==> config.mk <==
export PLATFORM = sky130hd
export DESIGN_NAME = gauss_stream_ctrl
export DESIGN_NICKNAME = d
export VERILOG_FILES = /design/src/rtl/gauss_stream_ctrl.sv
export SDC_FILE = /design/constraint.sdc
export NUM_CORES = 1
export LEC_CHECK = 0
export BUFFER_PORTS_ARGS = -buffer_cell sky130_fd_sc_hd__buf_4
export CELL_PAD_IN_SITES_DETAIL_PLACEMENT = 0
export CELL_PAD_IN_SITES_GLOBAL_PLACEMENT = 1
export CORE_MARGIN = 1
export CORE_UTILIZATION = 49
export CTS_CLUSTER_SIZE = 12
export DETAILED_ROUTE_END_ITERATION = 10
export GPL_ROUTABILITY_DRIVEN = 0
export PLACE_DENSITY = 0.94
export SYNTH_ARGS = -nofsm -noshare
export SYNTH_HDL_FRONTEND = slang
export SYNTH_SLANG_ARGS = --single-unit
==> constraint.sdc <==
create_clock -name clk -period 10.6 [get_ports clk]
set_clock_uncertainty 0.2 [all_clocks]
set_input_delay 2.12 -clock clk [delete_from_list [all_inputs] [get_ports clk]]
set_output_delay 2.12 -clock clk [all_outputs]
set_load 0.005 [all_outputs]
==> src/rtl/gauss_stream_ctrl.sv <==
// AXI4-Stream sequencer for the 3x3 Gaussian line-buffer engine: handshake -> stall, end-of-frame flush, warm-up discard, tuser/tlast regeneration.
// Latency ENG_LATENCY advances + 1 capture cycle + skid FIFO; output backpressure stalls the engine via FIFO space. Optional GAUSS_CTRL_PERF_EN adds perf counters.
module gauss_stream_ctrl #(
  parameter int PIXELS_PER_BEAT = 16,
  parameter int IMAGE_DIM       = 512,
  parameter int DATA_WIDTH      = 8*PIXELS_PER_BEAT,
  parameter int ENG_LATENCY     = IMAGE_DIM/PIXELS_PER_BEAT+1,
  parameter int OFIFO_DEPTH     = 4
) (
  input  logic                  clk,
  input  logic                  aresetn,
  input  logic [DATA_WIDTH-1:0] s_axis_tdata,
  input  logic                  s_axis_tvalid,
  output logic                  s_axis_tready,
  input  logic                  s_axis_tuser,
  input  logic                  s_axis_tlast,
  output logic [DATA_WIDTH-1:0] m_axis_tdata,
  output logic                  m_axis_tvalid,
  input  logic                  m_axis_tready,
  output logic                  m_axis_tuser,
  output logic                  m_axis_tlast,
  output logic                  eng_aresetn,
  output logic                  eng_stall,
  output logic [DATA_WIDTH-1:0] eng_inp_frame,
  input  logic [DATA_WIDTH-1:0] eng_out_frame,
  output logic                  frame_err
`ifdef GAUSS_CTRL_PERF_EN
  ,
  output logic [31:0]           in_stall_cnt,
  output logic [31:0]           out_bp_cnt,
  output logic [31:0]           frame_cnt
`endif
);

  localparam int BPR = IMAGE_DIM/PIXELS_PER_BEAT;
  localparam int F   = BPR*IMAGE_DIM;
  localparam int AW  = $clog2(F+ENG_LATENCY);
  localparam int IW  = (F > 1) ? $clog2(F) : 1;
  localparam int CW  = (BPR > 1) ? $clog2(BPR) : 1;
  localparam int PW  = $clog2(OFIFO_DEPTH);
  localparam int OCW = $clog2(OFIFO_DEPTH+1);
  localparam logic [AW-1:0]  A_LAST = AW'(F+ENG_LATENCY-1);
  localparam logic [AW-1:0]  A_LAT  = AW'(ENG_LATENCY);
  localparam logic [IW-1:0]  I_LAST = IW'(F-1);
  localparam logic [CW-1:0]  C_LAST = CW'(BPR-1);
  localparam logic [OCW:0]   SP_MAX = (OCW+1)'(OFIFO_DEPTH-2);

  typedef enum logic [2:0] {S_IDLE, S_WAIT, S_STREAM, S_FLUSH, S_DRAIN} state_t;

  state_t                state;
  logic [AW-1:0]         a_cnt;
  logic [IW-1:0]         i_cnt;
  logic [CW-1:0]         i_col;
  logic [IW-1:0]         o_cnt;
  logic [CW-1:0]         o_col;
  logic                  cap_pend;
  logic [DATA_WIDTH-1:0] fifo_mem [OFIFO_DEPTH];
  logic [PW-1:0]         wr_ptr;
  logic [PW-1:0]         rd_ptr;
  logic [OCW-1:0]        fifo_cnt;
  logic                  in_stream;
  logic                  space;
  logic                  adv;
  logic                  pop;
  logic                  drain_done;
  logic [OCW:0]          occ;

  // A capture is already committed one cycle ahead, so it counts against space.
  assign occ        = {1'b0, fifo_cnt} + {{OCW{1'b0}}, cap_pend};
  assign space      = (occ <= SP_MAX);
  assign in_stream  = (state == S_STREAM);
  assign adv        = (in_stream & s_axis_tvalid & space) | ((state == S_FLUSH) & space);
  assign pop        = m_axis_tvalid & m_axis_tready;
  assign drain_done = (fifo_cnt == '0) & ~cap_pend;

  assign s_axis_tready = (in_stream & space) | ((state == S_WAIT) & ~s_axis_tuser);
  assign eng_stall     = ~adv;
  assign eng_inp_frame = in_stream ? s_axis_tdata : '0;

  assign m_axis_tvalid = (fifo_cnt != '0);
  assign m_axis_tdata  = fifo_mem[rd_ptr];
  assign m_axis_tuser  = m_axis_tvalid & (o_cnt == '0);
  assign m_axis_tlast  = m_axis_tvalid & (o_col == C_LAST);

  always_ff @(posedge clk) begin
    if (cap_pend) fifo_mem[wr_ptr] <= eng_out_frame;
  end

  always_ff @(posedge clk) begin
    if (!aresetn) begin
      wr_ptr   <= '0;
      rd_ptr   <= '0;
      fifo_cnt <= '0;
    end else begin
      if (cap_pend) wr_ptr <= wr_ptr + 1'b1;
      if (pop)      rd_ptr <= rd_ptr + 1'b1;
      if (cap_pend && !pop)      fifo_cnt <= fifo_cnt + 1'b1;
      else if (!cap_pend && pop) fifo_cnt <= fifo_cnt - 1'b1;
    end
  end

  always_ff @(posedge clk) begin
    if (!aresetn) begin
      state       <= S_IDLE;
      eng_aresetn <= 1'b0;
      a_cnt       <= '0;
      i_cnt       <= '0;
      i_col       <= '0;
      o_cnt       <= '0;
      o_col       <= '0;
      cap_pend    <= 1'b0;
      frame_err   <= 1'b0;
    end else begin
      // The first ENG_LATENCY advances only fill the line buffers.
      cap_pend <= adv && (a_cnt >= A_LAT);
      if (adv) a_cnt <= (a_cnt == A_LAST) ? '0 : a_cnt + 1'b1;
      if (pop) begin
        o_cnt <= (o_cnt == I_LAST) ? '0 : o_cnt + 1'b1;
        o_col <= (o_col == C_LAST) ? '0 : o_col + 1'b1;
      end
      unique case (state)
        S_IDLE: begin
          eng_aresetn <= 1'b1;
          state       <= S_WAIT;
          a_cnt       <= '0;
          i_cnt       <= '0;
          i_col       <= '0;
          o_cnt       <= '0;
          o_col       <= '0;
        end
        S_WAIT: begin
          if (s_axis_tvalid) begin
            if (s_axis_tuser) state <= S_STREAM;
            else              frame_err <= 1'b1;
          end
        end
        S_STREAM: begin
          if (adv) begin
            if (s_axis_tlast != (i_col == C_LAST)) frame_err <= 1'b1;
            if (s_axis_tuser && (i_cnt != '0))     frame_err <= 1'b1;
            i_col <= (i_col == C_LAST) ? '0 : i_col + 1'b1;
            i_cnt <= i_cnt + 1'b1;
            if (i_cnt == I_LAST) state <= S_FLUSH;
          end
        end
        S_FLUSH: begin
          if (adv && (a_cnt == A_LAST)) state <= S_DRAIN;
        end
        S_DRAIN: begin
          if (drain_done) begin
            state       <= S_IDLE;
            eng_aresetn <= 1'b0;
          end
        end
        default: state <= S_IDLE;
      endcase
    end
  end

`ifdef GAUSS_CTRL_PERF_EN
  always_ff @(posedge clk) begin
    if (!aresetn) begin
      in_stall_cnt <= '0;
      out_bp_cnt   <= '0;
      frame_cnt    <= '0;
    end else begin
      if (in_stream && !s_axis_tvalid && (in_stall_cnt != '1)) in_stall_cnt <= in_stall_cnt + 1'b1;
      if (m_axis_tvalid && !m_axis_tready && (out_bp_cnt != '1)) out_bp_cnt <= out_bp_cnt + 1'b1;
      if ((state == S_DRAIN) && drain_done && (frame_cnt != '1)) frame_cnt <= frame_cnt + 1'b1;
    end
  end
`endif

endmodule

==> Flow_metrics.wiki, run 1 <==
{| class="wikitable"
! Metric !! Value
|-
| Result of the run || finished clean
|-
| Worst hold-check path type || reg2reg
|-
| Setup Total Neg Slack || 0 ps
|-
| Filler cell count in the final layout || 3173
|-
| Worst Path Class, Setup || reg2out
|-
| Maximum net fanout on the critical path || 66
|-
| Number of maximum-capacitance violations || 0
|-
| Syn. warnings || 0
|-
| Clock tree from TritonCTS || built
|-
| Buf+Inv Stages, Crit Path || 2
|-
| Total of cells resized after clock tree synthesis || 0
|-
| Worst-path cell chain || buf_4 -> mux4_2 -> buf_4
|-
| Clock Sinks || 580
|-
| Proportion of synthesized chip area in sequential cells || roughly 73%
|-
| All-Layer GR Usage || 25.2%
|-
| Final count of negative-setup-slack endpoints || 0
|-
| Most frequent CP cell || sky130_fd_sc_hd__buf_4
|-
| Power dissipated by switching net loads || 917 uW
|-
| DRT Pass-1 Iters || 5
|-
| Most common cell after layout, fill and taps aside || sky130_fd_sc_hd__buf_4
|-
| Area growth, synth to finish || 27.0%
|-
| Initial antenna violation count || 10
|-
| Number of hold-slack violations in the final timing report || 0
|-
| Leading cell types in the layout, fill and taps excluded || 534 x sky130_fd_sc_hd__buf_4, 512 x sky130_fd_sc_hd__edfxtp_1, 134 x sky130_fd_sc_hd__and3_1
|-
| Highest-delay cell along the critical path || sky130_fd_sc_hd__dfxtp_4
|-
| Clock root buffer || sky130_fd_sc_hd__clkbuf_16
|-
| Syn nets || around 1500
|-
| Switch share || ~20%
|-
| Clock Power Share || 41.0%
|-
| Starting density of the core || 50.0%
|-
| Final Slew Violations || 0
|-
| Post-CTS clock slew at the launch and capture registers of the worst setup and hold paths || 60 ps
|-
| Number of buffers added on ports || roughly 520
|-
| Setup repair after global routing missed its margin || false
|-
| Total number of placement rows || between 70 and 80
|-
| GRT overflow || 0
|-
| CTS H-tree lvls || 2
|-
| Number of synthesized flops with an enable pin || 512
|-
| Share of synthesized flip-flops with an asynchronous set or reset || 0%
|-
| Final Routed Wirelength || between 60 and 70 mm
|-
| Ys flop type || sky130_fd_sc_hd__edfxtp_1
|-
| Count of mapped cells out of synthesis || 1256
|-
| Fraction of final layout cells with drive strength greater than 1 || 41.6%
|-
| Synth Cell Area || 22900 sq um
|-
| Setup crit start kind || flop
|-
| Vias per Instance || 5.74
|-
| Vias after detailed routing || 13844
|-
| Leakage component of the power || ~0.011 uW
|-
| Post-route clock period utilization || between 50% and 60%
|-
| Wire length of the first global-routing pass || 87.2 mm
|-
| Min Clock Period, post-route || approximately 5500 ps
|-
| Count of nets left with antenna violations after detail routing || 0
|-
| Area of the core || 45800 sq um
|-
| Share of total power in combinational logic || under 10%
|-
| Average cell area after synthesis || 18.2 sq um
|-
| Normalized max-slew margin || 26.6%
|-
| Flop-to-flop setup slack || 7190 ps
|-
| Worst path max stage delay || slightly above 900 ps
|-
| Achievable frequency || approximately 180 MHz
|-
| Die width || 218 um
|-
| Hold buffer count at CTS || 0
|-
| I/O Pins || around 530
|-
| Number of global-route vias before repair || 13787
|-
| Detail-routed net length per standard cell || 25.4 um
|-
| Worst path arrival time || 3200 ps
|-
| Worst endpoint required time || between 8000 and 9000 ps
|-
| Number of distinct library cells after synthesis || 55
|-
| Layout Utilization || 63.5%
|-
| Initial DRC Count || 1093
|-
| Maximum number of pins on one net before global-route repair || 94
|-
| Power Internal || 3640 uW
|-
| Largest buffer count on any clock path || 3
|-
| Slew at the pin with the worst max-slew slack || ~1100 ps
|-
| Maximum ir drop on the vdd rail || 0.128 mV
|-
| Insertion delay of the later-clocked pin in the worst-skew pair || between 500 and 600 ps
|-
| Post-synthesis sequential element count || 580
|-
| Area of the die || 47600 sq um
|-
| Post-layout nets || 2056
|-
| DRC violations left || 0
|-
| Sequential fraction of design power || approximately 55%
|-
| DP HPWL || 40.3 mm
|-
| Power per standard cell area || 157 nW/um^2
|-
| Vert. Die Dim || 218 um
|-
| Num CTS Buffers || 58
|-
| Number of setup buffers added after CTS || 0
|-
| Endpoint kind of the worst setup timing path || output port
|-
| Top cell family by delay on the critical path || buffers and inverters
|}
==> final timing paths <==
check                           to                  start  cells past startpoint
max reg2reg  a_cnt[3]$_SDFFE_PP0P_    cap_pend$_SDFF_PN0_                      8
min          o_col[4]$_SDFFE_PP0P_  o_col[4]$_SDFFE_PP0P_                      2
max                m_axis_tdata[0]                   flop                      3
min reg2reg  o_col[4]$_SDFFE_PP0P_  o_col[4]$_SDFFE_PP0P_                      2
==> final cells by class <==
type | instances | area (sq um) | share of cell area, %
sequential | 580 | 16700 | 57.6
multi-input combinational | 585 | 5790 | 19.9
timing repair buffer | 535 | 4030 | 13.9
clock buffer | 73 | 1530 | 5.26
tap | 600 | 751 | 2.58
clock inverter | 17 | 150 | 0.516
inverter | 15 | 56.3 | 0.194
antenna | 8 | 20.0 | 0.0689
==> power groups by stage <==
| stage | combinational, uW | clock, uW | sequential, uW |
|---|---|---|---|
| 2_1_floorplan | 62.9 | 0 | 2540 |
| 5_1_grt | 212 | 1970 | 2490 |
| 3_3_place_gp | 186 | 0 | 2540 |
| 6_report | 196 | 1870 | 2490 |
| 3_5_place_dp | 194 | 0 | 2540 |
| 4_1_cts | 196 | 1890 | 2490 |
==> worst reg2reg max path, stage by stage (launching register included) <==
cell and delay, ps:
sky130_fd_sc_hd__dfxtp_1 580, sky130_fd_sc_hd__ha_1 280, sky130_fd_sc_hd__ha_1 240, sky130_fd_sc_hd__nand2_1 220, sky130_fd_sc_hd__o2111ai_4 270, sky130_fd_sc_hd__nor2_1 340, sky130_fd_sc_hd__inv_2 130, sky130_fd_sc_hd__o21ai_1 840
sky130_fd_sc_hd__nor2_1 140
==> Yosys cell counts (2+ instances only) <==
master,count,area share [%]
sky130_fd_sc_hd__nor2_1,44,0.72
sky130_fd_sc_hd__or2_2,2,0.055
sky130_fd_sc_hd__and2_1,12,0.33
sky130_fd_sc_hd__nand4_1,14,0.38
sky130_fd_sc_hd__clkbuf_1,55,0.90
sky130_fd_sc_hd__nor2b_1,6,0.16
sky130_fd_sc_hd__buf_1,2,0.033
sky130_fd_sc_hd__edfxtp_1,512,67
sky130_fd_sc_hd__nand3_1,24,0.52
sky130_fd_sc_hd__o21ai_1,2,0.044
sky130_fd_sc_hd__o21ai_0,10,0.22
sky130_fd_sc_hd__or4_1,10,0.33
sky130_fd_sc_hd__a31oi_1,3,0.082
sky130_fd_sc_hd__nand2_1,38,0.62
sky130_fd_sc_hd__or3_1,7,0.19
sky130_fd_sc_hd__xor2_1,10,0.38
sky130_fd_sc_hd__o31a_1,2,0.077
sky130_fd_sc_hd__mux2i_1,2,0.087
sky130_fd_sc_hd__xnor2_1,18,0.69
sky130_fd_sc_hd__buf_2,17,0.37
sky130_fd_sc_hd__nor3_1,12,0.26
sky130_fd_sc_hd__o31ai_1,10,0.33
sky130_fd_sc_hd__dfxtp_1,68,5.9
sky130_fd_sc_hd__nor4b_1,5,0.19
sky130_fd_sc_hd__mux4_2,128,13
sky130_fd_sc_hd__and4_1,4,0.15
sky130_fd_sc_hd__a21oi_1,28,0.61
sky130_fd_sc_hd__o211ai_1,2,0.066
sky130_fd_sc_hd__inv_2,2,0.033
sky130_fd_sc_hd__nor4_1,12,0.33
sky130_fd_sc_hd__inv_1,13,0.21
sky130_fd_sc_hd__a21o_1,3,0.098
sky130_fd_sc_hd__buf_6,2,0.098
sky130_fd_sc_hd__ha_1,18,0.98
sky130_fd_sc_hd__a21boi_0,6,0.20
sky130_fd_sc_hd__and3_1,134,3.7
==> registers in the layout, summed over array words and instances, names as in the netlist, 3 cells and up, named ones only <==
name,flops
fifo_mem,512
a_cnt,15
i_cnt,14
o_cnt,14
i_col,5
o_col,5
fifo_cnt,3
state,3
==> cell families after synthesis <==
logic type / after synthesis / share of synthesized area, %
DFF: 580 / 73.1
and+or+nand+nor: 328 / 8.06
muxes: 131 / 12.7
buffers and inverters: 91 / 1.65
AOI/OAI and AO/OA: 79 / 2.30
xor gates and xnor gates: 28 / 1.07
adders and majority gates: 19 / 1.07
==> layer usage <==
| metal | track usage [%] | vias to the layer above | share of wire [%] |
|---|---|---|---|
| met1 | 28.3 | 6988 | 35 |
| met2 | 43.8 | 639 | 52 |
| met5 | 0 | - | 0.039 |
| met3 | 7.85 | 116 | 9.0 |
| li1 | - | 6097 | - |
| met4 | 11.2 | 4 | 4.2 |
==> per-stage QoR <==
stage,setup slack (ps),hold slack [ps],power (uW),area (sq um),std cells
6_report,5080,261,4550,29100,2413
5_1_grt,5010,289,4680,29100,2411
4_1_cts,5080,267,4580,29100,2405
3_5_place_dp,5220,259,2730,27400,2315
3_3_place_gp,5240,247,2730,27400,2315
2_1_floorplan,5720,241,2600,22900,1256
Power figures use the tool's default switching activity.
==> run 2: changes to the inputs <==
--- a/config.mk
+++ b/config.mk
@@ -5,15 +5,16 @@
 export SDC_FILE = /design/constraint.sdc
 export NUM_CORES = 1
 export LEC_CHECK = 0
+export ABC_AREA = 1
 export BUFFER_PORTS_ARGS = -buffer_cell sky130_fd_sc_hd__buf_4
 export CELL_PAD_IN_SITES_DETAIL_PLACEMENT = 0
 export CELL_PAD_IN_SITES_GLOBAL_PLACEMENT = 1
 export CORE_MARGIN = 1
-export CORE_UTILIZATION = 49
+export CORE_UTILIZATION = 43
 export CTS_CLUSTER_SIZE = 12
 export DETAILED_ROUTE_END_ITERATION = 10
 export GPL_ROUTABILITY_DRIVEN = 0
-export PLACE_DENSITY = 0.94
+export PLACE_DENSITY = 0.89
 export SYNTH_ARGS = -nofsm -noshare
 export SYNTH_HDL_FRONTEND = slang
 export SYNTH_SLANG_ARGS = --single-unit
==> constraint.sdc (replaced) <==
create_clock -name clk -period 5.2 [get_ports clk]
set_clock_uncertainty 0.2 [all_clocks]
set_input_delay 1.04 -clock clk [delete_from_list [all_inputs] [get_ports clk]]
set_output_delay 1.04 -clock clk [all_outputs]
set_load 0.005 [all_outputs]
==> Flow_metrics.wiki, run 2 <==
{| class="wikitable"
! Metric !! Value
|-
| Min Clock Period, post-route || 4440 ps
|-
| Final Slew Violations || 0 (unchanged)
|-
| Number of maximum-capacitance violations || 0 (unchanged)
|-
| Vert. Die Dim || 238 um (+8.9%)
|-
| Final count of negative-setup-slack endpoints || 0 (unchanged)
|-
| CTS H-tree lvls || 2 (unchanged)
|-
| Worst setup slack after layout || 758 ps (-4330 ps)
|-
| Syn. warnings || 0 (unchanged)
|-
| Clock root buffer || sky130_fd_sc_hd__clkbuf_16
|-
| Worst path arrival time || 3200 ps (about the same)
|-
| Top-area cell type share of the netlist area || 64.4% (-2.7 points)
|-
| Area growth, synth to finish || 26.2%
|-
| DRC violations left || 0 (unchanged)
|-
| Share of synthesized flip-flops with an asynchronous set or reset || 0% (unchanged)
|-
| Leading cell types by count after synthesis || 512 x sky130_fd_sc_hd__edfxtp_1, 451 x sky130_fd_sc_hd__nor2_1, 278 x sky130_fd_sc_hd__o21ai_0
|-
| Maximum net fanout on the critical path || 76 (+15%)
|-
| Proportion of synthesized chip area in sequential cells || 70.1% (-3.0 points)
|-
| Worst hold-check path type || reg2reg
|-
| Final Routed Wirelength || 65.6 mm (+7.2%)
|-
| Post-CTS clock slew at the launch and capture registers of the worst setup and hold paths || 60 ps (about the same)
|-
| Post-synthesis sequential element count || 580 (unchanged)
|-
| DP HPWL || 43.0 mm (+6.5%)
|-
| Result of the run || finished clean
|-
| Flop-to-flop setup slack || 2410 ps (-4780 ps)
|-
| Average cell area after synthesis || 11.3 sq um (-38%)
|-
| Number of buffers added on ports || 524 (unchanged)
|-
| Count of nets left with antenna violations after detail routing || 0 (unchanged)
|-
| Number of distinct library cells after synthesis || 37 (-33%)
|-
| Wire length of the first global-routing pass || 97.0 mm (+11%)
|-
| Syn nets || 2391 (+56%)
|-
| Post-layout nets || 2876 (+40%)
|-
| Number of setup buffers added after CTS || 0 (unchanged)
|-
| Max FFs per register || 512 (unchanged)
|-
| Die width || 238 um (+8.9%)
|-
| Clock Sinks || 580 (unchanged)
|-
| Number of synthesized flops with an enable pin || 512 (unchanged)
|-
| Leading cell types in the layout, fill and taps excluded || 536 x sky130_fd_sc_hd__buf_4, 512 x sky130_fd_sc_hd__edfxtp_1, 451 x sky130_fd_sc_hd__nor2_1
|-
| Endpoint kind of the worst setup timing path || output port
|-
| Power per standard cell area || 415 nW/um^2 (+170%)
|-
| Num CTS Buffers || 58 (unchanged)
|-
| Fraction of final layout cells with drive strength greater than 1 || 24.6% (-17 points)
|-
| Leakage component of the power || 0.0117 uW (+9.5%)
|-
| Slew at the pin with the worst max-slew slack || 1120 ps (+20.0 ps)
|-
| Filler cell count in the final layout || 4544 (+43%)
|-
| Worst endpoint required time || 3960 ps (-4320 ps)
|-
| Count of mapped cells out of synthesis || 2110 (+68%)
|-
| Vias per Instance || 5.24 (-8.7%)
|-
| All-Layer GR Usage || 22.3% (-2.8 points)
|-
| Area of the core || 54300 sq um (+19%)
|-
| DRT Pass-1 Iters || 6 (+1)
|-
| Initial antenna violation count || 6 (-4)
|-
| Initial DRC Count || 1359 (+24%)
|-
| Worst Path Class, Setup || reg2out
|-
| Hold buffer count at CTS || 0 (unchanged)
|-
| Synth Cell Area || 23900 sq um (+4.2%)
|-
| Achievable frequency || approximately 230 MHz
|-
| Largest buffer count on any clock path || 3 (unchanged)
|-
| Post-route clock period utilization || 85.4%
|-
| Vias after detailed routing || 17649 (+27%)
|-
| Largest registers in the final layout || fifo_mem (512), a_cnt (15)
|-
| Number of global-route vias before repair || 16681 (+21%)
|-
| Detail-routed net length per standard cell || 19.4 um (-23%)
|-
| Area of the die || 56400 sq um (+19%)
|-
| Normalized max-slew margin || 25.3% (-1.3 points)
|-
| Setup crit start kind || flop
|-
| Most numerous cell in the Yosys netlist || sky130_fd_sc_hd__edfxtp_1
|-
| Number of hold-slack violations in the final timing report || 0 (unchanged)
|-
| Maximum ir drop on the vdd rail || 0.335 mV (+160%)
|-
| Total number of placement rows || 85 (+9.0%)
|-
| Starting density of the core || 43.9% (-6.1 points)
|-
| I/O Pins || 525 (unchanged)
|-
| Insertion delay of the later-clocked pin in the worst-skew pair || 610 ps (+20 ps)
|-
| Area contributors post-synth || sky130_fd_sc_hd__edfxtp_1 64%, sky130_fd_sc_hd__nor2_1 7.1%, sky130_fd_sc_hd__o21ai_0 5.8%, sky130_fd_sc_hd__dfxtp_1 5.7%, sky130_fd_sc_hd__o22ai_1 3.4%
|-
| Cell type contributing the most total cell area after synthesis || sky130_fd_sc_hd__edfxtp_1
|-
| Layout Utilization || 55.4% (-8.1 points)
|-
| Most common cell after layout, fill and taps aside || sky130_fd_sc_hd__buf_4
|-
| Ys flop type || sky130_fd_sc_hd__edfxtp_1
|-
| Setup Total Neg Slack || 0 ps (unchanged)
|-
| Place WS || 1450 ps (-3760 ps)
|-
| Biggest register || fifo_mem
|-
| Clock tree from TritonCTS || built
|-
| Total of cells resized after clock tree synthesis || 0 (unchanged)
|-
| GRT overflow || 0 (unchanged)
|-
| Setup repair after global routing missed its margin || false
|-
| Maximum number of pins on one net before global-route repair || 115 (+22%)
|}
run 2: per-stage QoR:
stage | std cells | power, uW | hold slack [ps] | cell area, sq um
final | 3371 | 12500 | 252 | 30100
after global routing | 3371 | 13100 | 268 | 30100
after CTS | 3366 | 12600 | 258 | 30100
after detailed placement | 3274 | 8750 | 247 | 28400
after global placement | 3274 | 8660 | 243 | 28400
after floorplan | 2110 | 7060 | 236 | 23900
run 2: power by group:
group | internal (uW) | switching (uW)
logic | 1390 | 2050
clock network | 2180 | 1660
registers | 5130 | 90.4
total | 8710 | 3800
run 2: cell families (layout without fill, tap and decap cells):
| logic type | count (synthesis) | after routing | share of synthesized area [%] |
|---|---|---|---|
| and+or+nand+nor | 709 | 709 | 12.4 |
| other | 0 | 5 | 0 |
| buffers and inverters | 325 | 842 | 5.50 |
| adders and majority gates | 19 | 19 | 1.03 |
| AOI/OAI and AO/OA | 466 | 466 | 10.5 |
| xor gates and xnor gates | 11 | 11 | 0.404 |
| DFF | 580 | 580 | 70.1 |
run 2: routing by layer:
layer	wire, um	share of wire [%]	global-route usage [%]
met5	11	0.017	0
met4	2470	3.8	9.58
met3	5800	8.9	6.72
met2	32000	49	36.7
met1	25300	39	27.3
run 2: final timing paths:
kind	start	endpoint	depth (start not counted)
min	rd_ptr[1]$_SDFFE_PN0P_	flop	2
min reg2reg	rd_ptr[1]$_SDFFE_PN0P_	flop	2
max	flop	m_axis_tdata[118]	6
max reg2reg	cap_pend$_SDFF_PN0_	state[0]$_SDFFE_PN0P_	11
run 2: final cells by class:
cell class / instances / area (sq um) / share of cell area, %
sequential: 580 / 16700 / 55.6
clock inverter: 16 / 193 / 0.640
tap: 739 / 925 / 3.07
antenna: 5 / 12.5 / 0.0416
timing repair buffer: 539 / 4080 / 13.6
clock buffer: 76 / 1520 / 5.05
multi-input combinational: 1205 / 5820 / 19.3
inverter: 211 / 808 / 2.69
run 2: critical path: stages (launching register included):
cell and delay, ps:
sky130_fd_sc_hd__dfxtp_4 470, sky130_fd_sc_hd__clkinv_2 70, sky130_fd_sc_hd__buf_4 490, sky130_fd_sc_hd__buf_4 760
sky130_fd_sc_hd__o21ai_0 240, sky130_fd_sc_hd__o22ai_1 270, sky130_fd_sc_hd__buf_4 160
